File: src/rtl/apb_manager_if.sv
// Bundle of requester-side and APB-side signals around apb_manager.
// The manager uses the master modport; the requester/subordinate side
// (bench or surrounding logic) uses the slave modport.
interface apb_manager_if #(
  parameter int AddrWidth = 32,
  parameter int DataWidth = 32
);
  // Requester side
  logic                   req_valid;
  logic                   req_ready;
  logic                   req_write;
  logic [AddrWidth-1:0]   req_addr;
  logic [DataWidth-1:0]   req_wdata;
  logic [DataWidth/8-1:0] req_strb;
  logic [2:0]             req_prot;
  logic                   rsp_valid;
  logic [DataWidth-1:0]   rsp_rdata;
  logic                   rsp_error;
  // APB side
  logic                   psel;
  logic                   penable;
  logic                   pwrite;
  logic [AddrWidth-1:0]   paddr;
  logic [DataWidth-1:0]   pwdata;
  logic [DataWidth/8-1:0] pstrb;
  logic [2:0]             pprot;
  logic [DataWidth-1:0]   prdata;
  logic                   pready;
  logic                   pslverr;

  modport master (
    input  req_valid, req_write, req_addr, req_wdata, req_strb, req_prot,
    output req_ready, rsp_valid, rsp_rdata, rsp_error,
    output psel, penable, pwrite, paddr, pwdata, pstrb, pprot,
    input  prdata, pready, pslverr
  );

  modport slave (
    output req_valid, req_write, req_addr, req_wdata, req_strb, req_prot,
    input  req_ready, rsp_valid, rsp_rdata, rsp_error,
    input  psel, penable, pwrite, paddr, pwdata, pstrb, pprot,
    output prdata, pready, pslverr
  );
endinterface

File: src/rtl/apb_manager.sv
// APB manager: turns a valid/ready request into an APB SETUP/ACCESS
// transfer and returns a one-cycle response pulse. Back-to-back requests
// go straight from ACCESS to SETUP without an idle cycle.
// Optional feature: define APB_MANAGER_TIMEOUT_EN to abort an ACCESS that
// waits TimeoutCycles cycles for pready, answering with rsp_error=1.
module apb_manager #(
  parameter int AddrWidth     = 32,
  parameter int DataWidth     = 32,
  parameter int TimeoutCycles = 16
) (
  input logic          clk,
  input logic          reset,
  apb_manager_if.master bus
);

  typedef enum logic [1:0] {IDLE, SETUP, ACCESS} state_e;

  if (TimeoutCycles < 1) begin : g_bad_timeout
    $error("apb_manager: TimeoutCycles must be at least 1");
  end
  if ((DataWidth % 8) != 0) begin : g_bad_width
    $error("apb_manager: DataWidth must be a multiple of 8");
  end

  state_e                 state_q, state_d;
  logic                   psel_q, psel_d;
  logic                   penable_q, penable_d;
  logic                   pwrite_q, pwrite_d;
  logic [AddrWidth-1:0]   paddr_q, paddr_d;
  logic [DataWidth-1:0]   pwdata_q, pwdata_d;
  logic [DataWidth/8-1:0] pstrb_q, pstrb_d;
  logic [2:0]             pprot_q, pprot_d;
  logic                   rsp_valid_q, rsp_valid_d;
  logic [DataWidth-1:0]   rsp_rdata_q, rsp_rdata_d;
  logic                   rsp_error_q, rsp_error_d;
  logic                   accept;

`ifdef APB_MANAGER_TIMEOUT_EN
  localparam int WaitW = $clog2(TimeoutCycles + 1);
  logic [WaitW-1:0] wait_q, wait_d;
`endif

  // A new request can be taken when idle or when the current transfer ends now.
  assign bus.req_ready = (state_q == IDLE) || ((state_q == ACCESS) && bus.pready);

  // Next-state, capture and response logic.
  always_comb begin
    state_d     = state_q;
    pwrite_d    = pwrite_q;
    paddr_d     = paddr_q;
    pwdata_d    = pwdata_q;
    pstrb_d     = pstrb_q;
    pprot_d     = pprot_q;
    rsp_valid_d = 1'b0;
    rsp_rdata_d = rsp_rdata_q;
    rsp_error_d = rsp_error_q;
    accept      = 1'b0;
`ifdef APB_MANAGER_TIMEOUT_EN
    wait_d      = wait_q;
`endif

    case (state_q)
      IDLE: accept = bus.req_valid;
      SETUP: begin
        state_d = ACCESS;
`ifdef APB_MANAGER_TIMEOUT_EN
        wait_d  = '0;
`endif
      end
      ACCESS: begin
        if (bus.pready) begin
          // prdata/pslverr are only looked at in this completion cycle.
          rsp_valid_d = 1'b1;
          rsp_rdata_d = pwrite_q ? '0 : bus.prdata;
          rsp_error_d = bus.pslverr;
          if (bus.req_valid) begin
            accept = 1'b1;
          end else begin
            state_d = IDLE;
          end
        end else begin
`ifdef APB_MANAGER_TIMEOUT_EN
          if (wait_q == WaitW'(TimeoutCycles - 1)) begin
            state_d     = IDLE;
            rsp_valid_d = 1'b1;
            rsp_rdata_d = '0;
            rsp_error_d = 1'b1;
          end else begin
            wait_d = wait_q + 1'b1;
          end
`endif
        end
      end
      default: state_d = IDLE;
    endcase

    if (accept) begin
      state_d  = SETUP;
      pwrite_d = bus.req_write;
      paddr_d  = bus.req_addr;
      pwdata_d = bus.req_wdata;
      pstrb_d  = bus.req_strb;
      pprot_d  = bus.req_prot;
    end

    // psel/penable are registered copies of where the FSM is heading.
    psel_d    = (state_d != IDLE);
    penable_d = (state_d == ACCESS);
  end

  // State and output registers with synchronous reset.
  always_ff @(posedge clk) begin
    if (reset) begin
      state_q     <= IDLE;
      psel_q      <= 1'b0;
      penable_q   <= 1'b0;
      pwrite_q    <= 1'b0;
      paddr_q     <= '0;
      pwdata_q    <= '0;
      pstrb_q     <= '0;
      pprot_q     <= '0;
      rsp_valid_q <= 1'b0;
      rsp_rdata_q <= '0;
      rsp_error_q <= 1'b0;
`ifdef APB_MANAGER_TIMEOUT_EN
      wait_q      <= '0;
`endif
    end else begin
      state_q     <= state_d;
      psel_q      <= psel_d;
      penable_q   <= penable_d;
      pwrite_q    <= pwrite_d;
      paddr_q     <= paddr_d;
      pwdata_q    <= pwdata_d;
      pstrb_q     <= pstrb_d;
      pprot_q     <= pprot_d;
      rsp_valid_q <= rsp_valid_d;
      rsp_rdata_q <= rsp_rdata_d;
      rsp_error_q <= rsp_error_d;
`ifdef APB_MANAGER_TIMEOUT_EN
      wait_q      <= wait_d;
`endif
    end
  end

  assign bus.psel      = psel_q;
  assign bus.penable   = penable_q;
  assign bus.pwrite    = pwrite_q;
  assign bus.paddr     = paddr_q;
  assign bus.pwdata    = pwdata_q;
  assign bus.pstrb     = pstrb_q;
  assign bus.pprot     = pprot_q;
  assign bus.rsp_valid = rsp_valid_q;
  assign bus.rsp_rdata = rsp_rdata_q;
  assign bus.rsp_error = rsp_error_q;

endmodule
File: src/flat_wrapper.sv
// flat-port wrapper written by rule: the top's interface ports become plain ports
module apb_manager_flat 
#(
  parameter int AddrWidth     = 32,
  parameter int DataWidth     = 32,
  parameter int TimeoutCycles = 16
)
  (clk, reset, bus_req_valid, bus_req_write, bus_req_addr, bus_req_wdata, bus_req_strb, bus_req_prot, bus_req_ready, bus_rsp_valid, bus_rsp_rdata, bus_rsp_error, bus_psel, bus_penable, bus_pwrite, bus_paddr, bus_pwdata, bus_pstrb, bus_pprot, bus_prdata, bus_pready, bus_pslverr);
  apb_manager_if #(.AddrWidth(AddrWidth), .DataWidth(DataWidth)) bus_i ();
  input logic clk;
  input logic reset;
  input wire logic [$bits(bus_i.req_valid)-1:0] bus_req_valid;
  input wire logic [$bits(bus_i.req_write)-1:0] bus_req_write;
  input wire logic [$bits(bus_i.req_addr)-1:0] bus_req_addr;
  input wire logic [$bits(bus_i.req_wdata)-1:0] bus_req_wdata;
  input wire logic [$bits(bus_i.req_strb)-1:0] bus_req_strb;
  input wire logic [$bits(bus_i.req_prot)-1:0] bus_req_prot;
  output wire logic [$bits(bus_i.req_ready)-1:0] bus_req_ready;
  output wire logic [$bits(bus_i.rsp_valid)-1:0] bus_rsp_valid;
  output wire logic [$bits(bus_i.rsp_rdata)-1:0] bus_rsp_rdata;
  output wire logic [$bits(bus_i.rsp_error)-1:0] bus_rsp_error;
  output wire logic [$bits(bus_i.psel)-1:0] bus_psel;
  output wire logic [$bits(bus_i.penable)-1:0] bus_penable;
  output wire logic [$bits(bus_i.pwrite)-1:0] bus_pwrite;
  output wire logic [$bits(bus_i.paddr)-1:0] bus_paddr;
  output wire logic [$bits(bus_i.pwdata)-1:0] bus_pwdata;
  output wire logic [$bits(bus_i.pstrb)-1:0] bus_pstrb;
  output wire logic [$bits(bus_i.pprot)-1:0] bus_pprot;
  input wire logic [$bits(bus_i.prdata)-1:0] bus_prdata;
  input wire logic [$bits(bus_i.pready)-1:0] bus_pready;
  input wire logic [$bits(bus_i.pslverr)-1:0] bus_pslverr;
  assign bus_i.req_valid = bus_req_valid;
  assign bus_i.req_write = bus_req_write;
  assign bus_i.req_addr = bus_req_addr;
  assign bus_i.req_wdata = bus_req_wdata;
  assign bus_i.req_strb = bus_req_strb;
  assign bus_i.req_prot = bus_req_prot;
  assign bus_req_ready = bus_i.req_ready;
  assign bus_rsp_valid = bus_i.rsp_valid;
  assign bus_rsp_rdata = bus_i.rsp_rdata;
  assign bus_rsp_error = bus_i.rsp_error;
  assign bus_psel = bus_i.psel;
  assign bus_penable = bus_i.penable;
  assign bus_pwrite = bus_i.pwrite;
  assign bus_paddr = bus_i.paddr;
  assign bus_pwdata = bus_i.pwdata;
  assign bus_pstrb = bus_i.pstrb;
  assign bus_pprot = bus_i.pprot;
  assign bus_i.prdata = bus_prdata;
  assign bus_i.pready = bus_pready;
  assign bus_i.pslverr = bus_pslverr;
  apb_manager #(.AddrWidth(AddrWidth), .DataWidth(DataWidth), .TimeoutCycles(TimeoutCycles)) u_core (.clk(clk), .reset(reset), .bus(bus_i));
endmodule
File: config.mk
export PLATFORM = sky130hd
export DESIGN_NAME = apb_manager_flat
export DESIGN_NICKNAME = d
export VERILOG_FILES = /design/src/rtl/apb_manager_if.sv /design/src/rtl/apb_manager.sv /design/src/flat_wrapper.sv
export SDC_FILE = /design/constraint.sdc
export NUM_CORES = 1
export LEC_CHECK = 0
export CORE_ASPECT_RATIO = 1.1
export CORE_MARGIN = 2
export CORE_UTILIZATION = 35
export DETAILED_ROUTE_END_ITERATION = 8
export GPL_TIMING_DRIVEN = 0
export HOLD_SLACK_MARGIN = 0.15
export PLACE_DENSITY = 0.7
export SLEW_MARGIN = 20
export SYNTH_ARGS = -nofsm -noshare
export SYNTH_HDL_FRONTEND = slang
export SYNTH_SLANG_ARGS = --single-unit
export TNS_END_PERCENT = 30
File: constraint.sdc
create_clock -name clk -period 1.4 [get_ports clk]
set_input_delay 0.42 -clock clk [delete_from_list [all_inputs] [get_ports clk]]
set_output_delay 0.42 -clock clk [all_outputs]
set_load 0.05 [all_outputs]
==> metrics.yaml, run 1 <==
status:
  status: "finished, violations left"
  violations: "setup timing"
logic_synthesis:
  syn_area_per_cell_um2: 9.95
  syn_area_um2: 4730
  netlist-cell-type-count: 18
  syn-num-nets: 585
  yosysWarnings: 0
  ys_ff_latch: 110
  synth_cells: 476
  ys_seq_area_share_pct: 46.5
die:
  rows: 44
  io_pins: 218
  initial_core_util_pct: 35.8
  die_h_um: 126
  dieArea_um2: 14500
  die_w_um: 115
  core_area_um2: 13200
sta:
  tightest_slew_ps: 438
  rsz0062_at_grt: "true"
  fmax_ghz: 0.674
  slew_headroom_pct: 70.8
  min_period_ps: 1480
  fin_ws_ps: -84.5
  setup_viol: 1
  finalHoldViolations: 0
  drv_slew: 0
  finalCritPeriodShare_pct: 106
  clock_skew_ps: 5.42
placed_design:
  hpwl_um: 10100
  place_congestion: 0.829
  pre_cts_slack_ps: -1020
  place_area_um2: 7100
  port_buffers: 216
final_layout:
  fin_area_um2: 7050
  multi_input_area_um2: 2250
  area_delta_synth_final_pct: 48.9
  antenna_cells: 0
  seqCellArea_um2: 2210
  final_nets: 815
  drive_above_1_share_pct: 21.4
  nFillCells: 1271
critical_path:
  crit_chain: "nor2b_4 > nor2_2 > buf_6"
  critPathSlowestCell: "dfxtp_2"
  critPathCaptureType: "primary output"
  cp-start-kind: "register"
  crit_fanout: 3
  path_buf_inv: 1
  crit_arrival_ps: 1060
  cp.required_ps: 980
  cpPeakStageDelay_ps: 330
  critPathKind: "register to primary output"
  cp_top_family: "flip-flops"
clocking:
  root_buffer: "clkbuf_16"
  ctsHoldBuffers: 0
  cts_htree_levels: 3
  cts.sinks: 110
  cts_inserted_buffers: 9
  clk_latency_ps: 340
  cts.reportedPaths.clkPinSlew_ps: 70
  clockBufferDepth: 2
  cts_tree: "done"
job:
  max_cap_viol_count: 0
routing:
  via_count: 4047
  antenna_left: 0
  first_pass_iters: 4
  drc: 0
  viasPerCell: 4.65
  routed_wl_um: 13100
  wl_per_cell_um: 15.0
  drt-initial-drc-count: 144
global_route:
  grt_pass1_vias: 4337
  grt_use_total_pct: 17.8
  antenna_found_initial: 0
  grt-ovfl-total: 0
  grt_pass1_wl_um: 20800
  grt_max_degree: 17
power_and_ir_drop:
  power.leakage_nw: 2.91
  peakVddDrop_mv: 0.585
  powerDensity_nw_per_um2: 1100
min_path:
  holdCritPathClass: "register to register"
placed cells by master, fill, tap and decap left out:
cell and instances:
buf_2 49, nor2b_1 1, a21oi_1 33, nand3b_1 33
buf_6 3, a221oi_1 1, dfxtp_2 2, buf_12 7
dfxtp_1 107, and3b_1 1, mux2_2 1, nand2b_1 145
clkdlybuf4s50_1 105, clkinvlp_4 2, clkbuf_8 1, dfxtp_4 1
clkbuf_16 9, nand2_1 34, nor3b_2 1, bufinv_16 1
dlygate4sd2_1 1, mux2i_1 72, buf_4 9, clkdlybuf4s15_2 1
nor2b_4 1, nor2_2 1, clkbuf_1 21, clkbuf_2 1
nor2_1 4, clkbuf_4 62
timing repair:
| action | 4_1_cts | 5_1_grt |
|---|---|---|
| gates cloned | 0 | 0 |
| gates resized for setup | 558 | 66 |
| setup endpoints to repair | 215 | 99 |
| buffers inserted | 1 | 2 |
synth_stat cells:
library cell,number,area share (%)
nand2b_1,145,19
dfxtp_1,110,47
mux2i_1,72,15
nand2_1,34,2.7
a21oi_1,33,3.5
nand3b_1,33,5.2
clkbuf_1,20,1.6
buf_12,7,3.0
buf_2,7,0.74
nor2_1,5,0.40
buf_4,3,0.48
a221oi_1,1,0.19
and3b_1,1,0.19
buf_6,1,0.24
mux2_2,1,0.24
nor2b_1,1,0.13
nor2b_4,1,0.29
nor3b_2,1,0.26
worst reg2reg max path: stages, from the launching register on:
cell and delay [ps]:
dfxtp_2 330, nor2b_4 130, nor3b_2 180, buf_6 250, buf_12 180, mux2i_1 210
path summary, 6_finish.rpt:
check        cells past startpoint                       end                     start  slack (ps)
max                              3             bus_req_ready         u_core.state_q[1]         -80
min reg2reg                      2  u_core.bus.rsp_rdata[13]  u_core.bus.rsp_rdata[13]         450
max reg2reg                      5      u_core.bus.paddr[23]         u_core.state_q[1]          60
min                              2  u_core.bus.rsp_rdata[13]  u_core.bus.rsp_rdata[13]         450
report_power, final:
group | total, mW | switching, mW | internal [mW]
logic | 1.79 | 1.02 | 0.769
registers | 3.40 | 0.0970 | 3.30
clock network | 2.55 | 1.12 | 1.43
total | 7.74 | 2.24 | 5.50
state kept, by name (all words and copies together) (netlist names):
| signal | count |
|---|---|
| u_core.bus.pwdata | 32 |
| u_core.bus.pstrb | 4 |
| u_core.bus.rsp_rdata | 32 |
| u_core.bus.rsp_valid | 1 |
| u_core.bus.pwrite | 1 |
| u_core.bus.penable | 1 |
| u_core.bus.psel | 1 |
| u_core.state_q | 2 |
| u_core.bus.rsp_error | 1 |
| u_core.bus.pprot | 3 |
| u_core.bus.paddr | 32 |
cell families (layout without fill, tap and decap cells):
logic type	after synthesis	in the layout	synth area share (%)
buf+inv	38	272	6.00
simple gates	221	221	28.4
mux	73	73	15.5
compound gates	34	34	3.67
flops	110	110	46.5
layer usage:
metal	vias up	global-route usage, %	part of all wire (%)
met5	-	0	0
met4	0	3.97	0.98
li1	2017	-	-
met1	1858	20.0	41
met2	163	31.5	49
met3	9	7.17	9.9
layout make-up:
cell class,count,share of cell area [%]
Sequential cell,110,31.3
Buffer,38,4.05
Multi-Input combinational cell,328,31.9
Clock inverter,3,0.639
Timing Repair Buffer,219,25.7
Tap cell,161,2.86
Clock buffer,12,3.50
metrics by stage:
step	total power [mW]	std cells	hold slack (ps)	TNS, ps	utilization (%)
3_3_place_gp	5.35	853	436	-68740	53.7
5_1_grt	8.09	871	481	-137	53.4
2_1_floorplan	4.59	476	511	0	-
4_1_cts	7.77	869	452	-107	52.0
3_5_place_dp	5.37	853	445	-74300	53.7
6_report	7.74	871	453	-84.5	53.4
(Power assumes the default switching activity.)
==> run 2: changes to the inputs <==
--- a/config.mk
+++ b/config.mk
@@ -8,11 +8,12 @@
 export CORE_ASPECT_RATIO = 1.1
 export CORE_MARGIN = 2
 export CORE_UTILIZATION = 35
+export CTS_CLUSTER_SIZE = 30
 export DETAILED_ROUTE_END_ITERATION = 8
 export GPL_TIMING_DRIVEN = 0
 export HOLD_SLACK_MARGIN = 0.15
 export PLACE_DENSITY = 0.7
-export SLEW_MARGIN = 20
+export SLEW_MARGIN = 40
 export SYNTH_ARGS = -nofsm -noshare
 export SYNTH_HDL_FRONTEND = slang
 export SYNTH_SLANG_ARGS = --single-unit
==> results of run 2 <==
No change in the layout: final DEF, timing and power equal those of run 1.
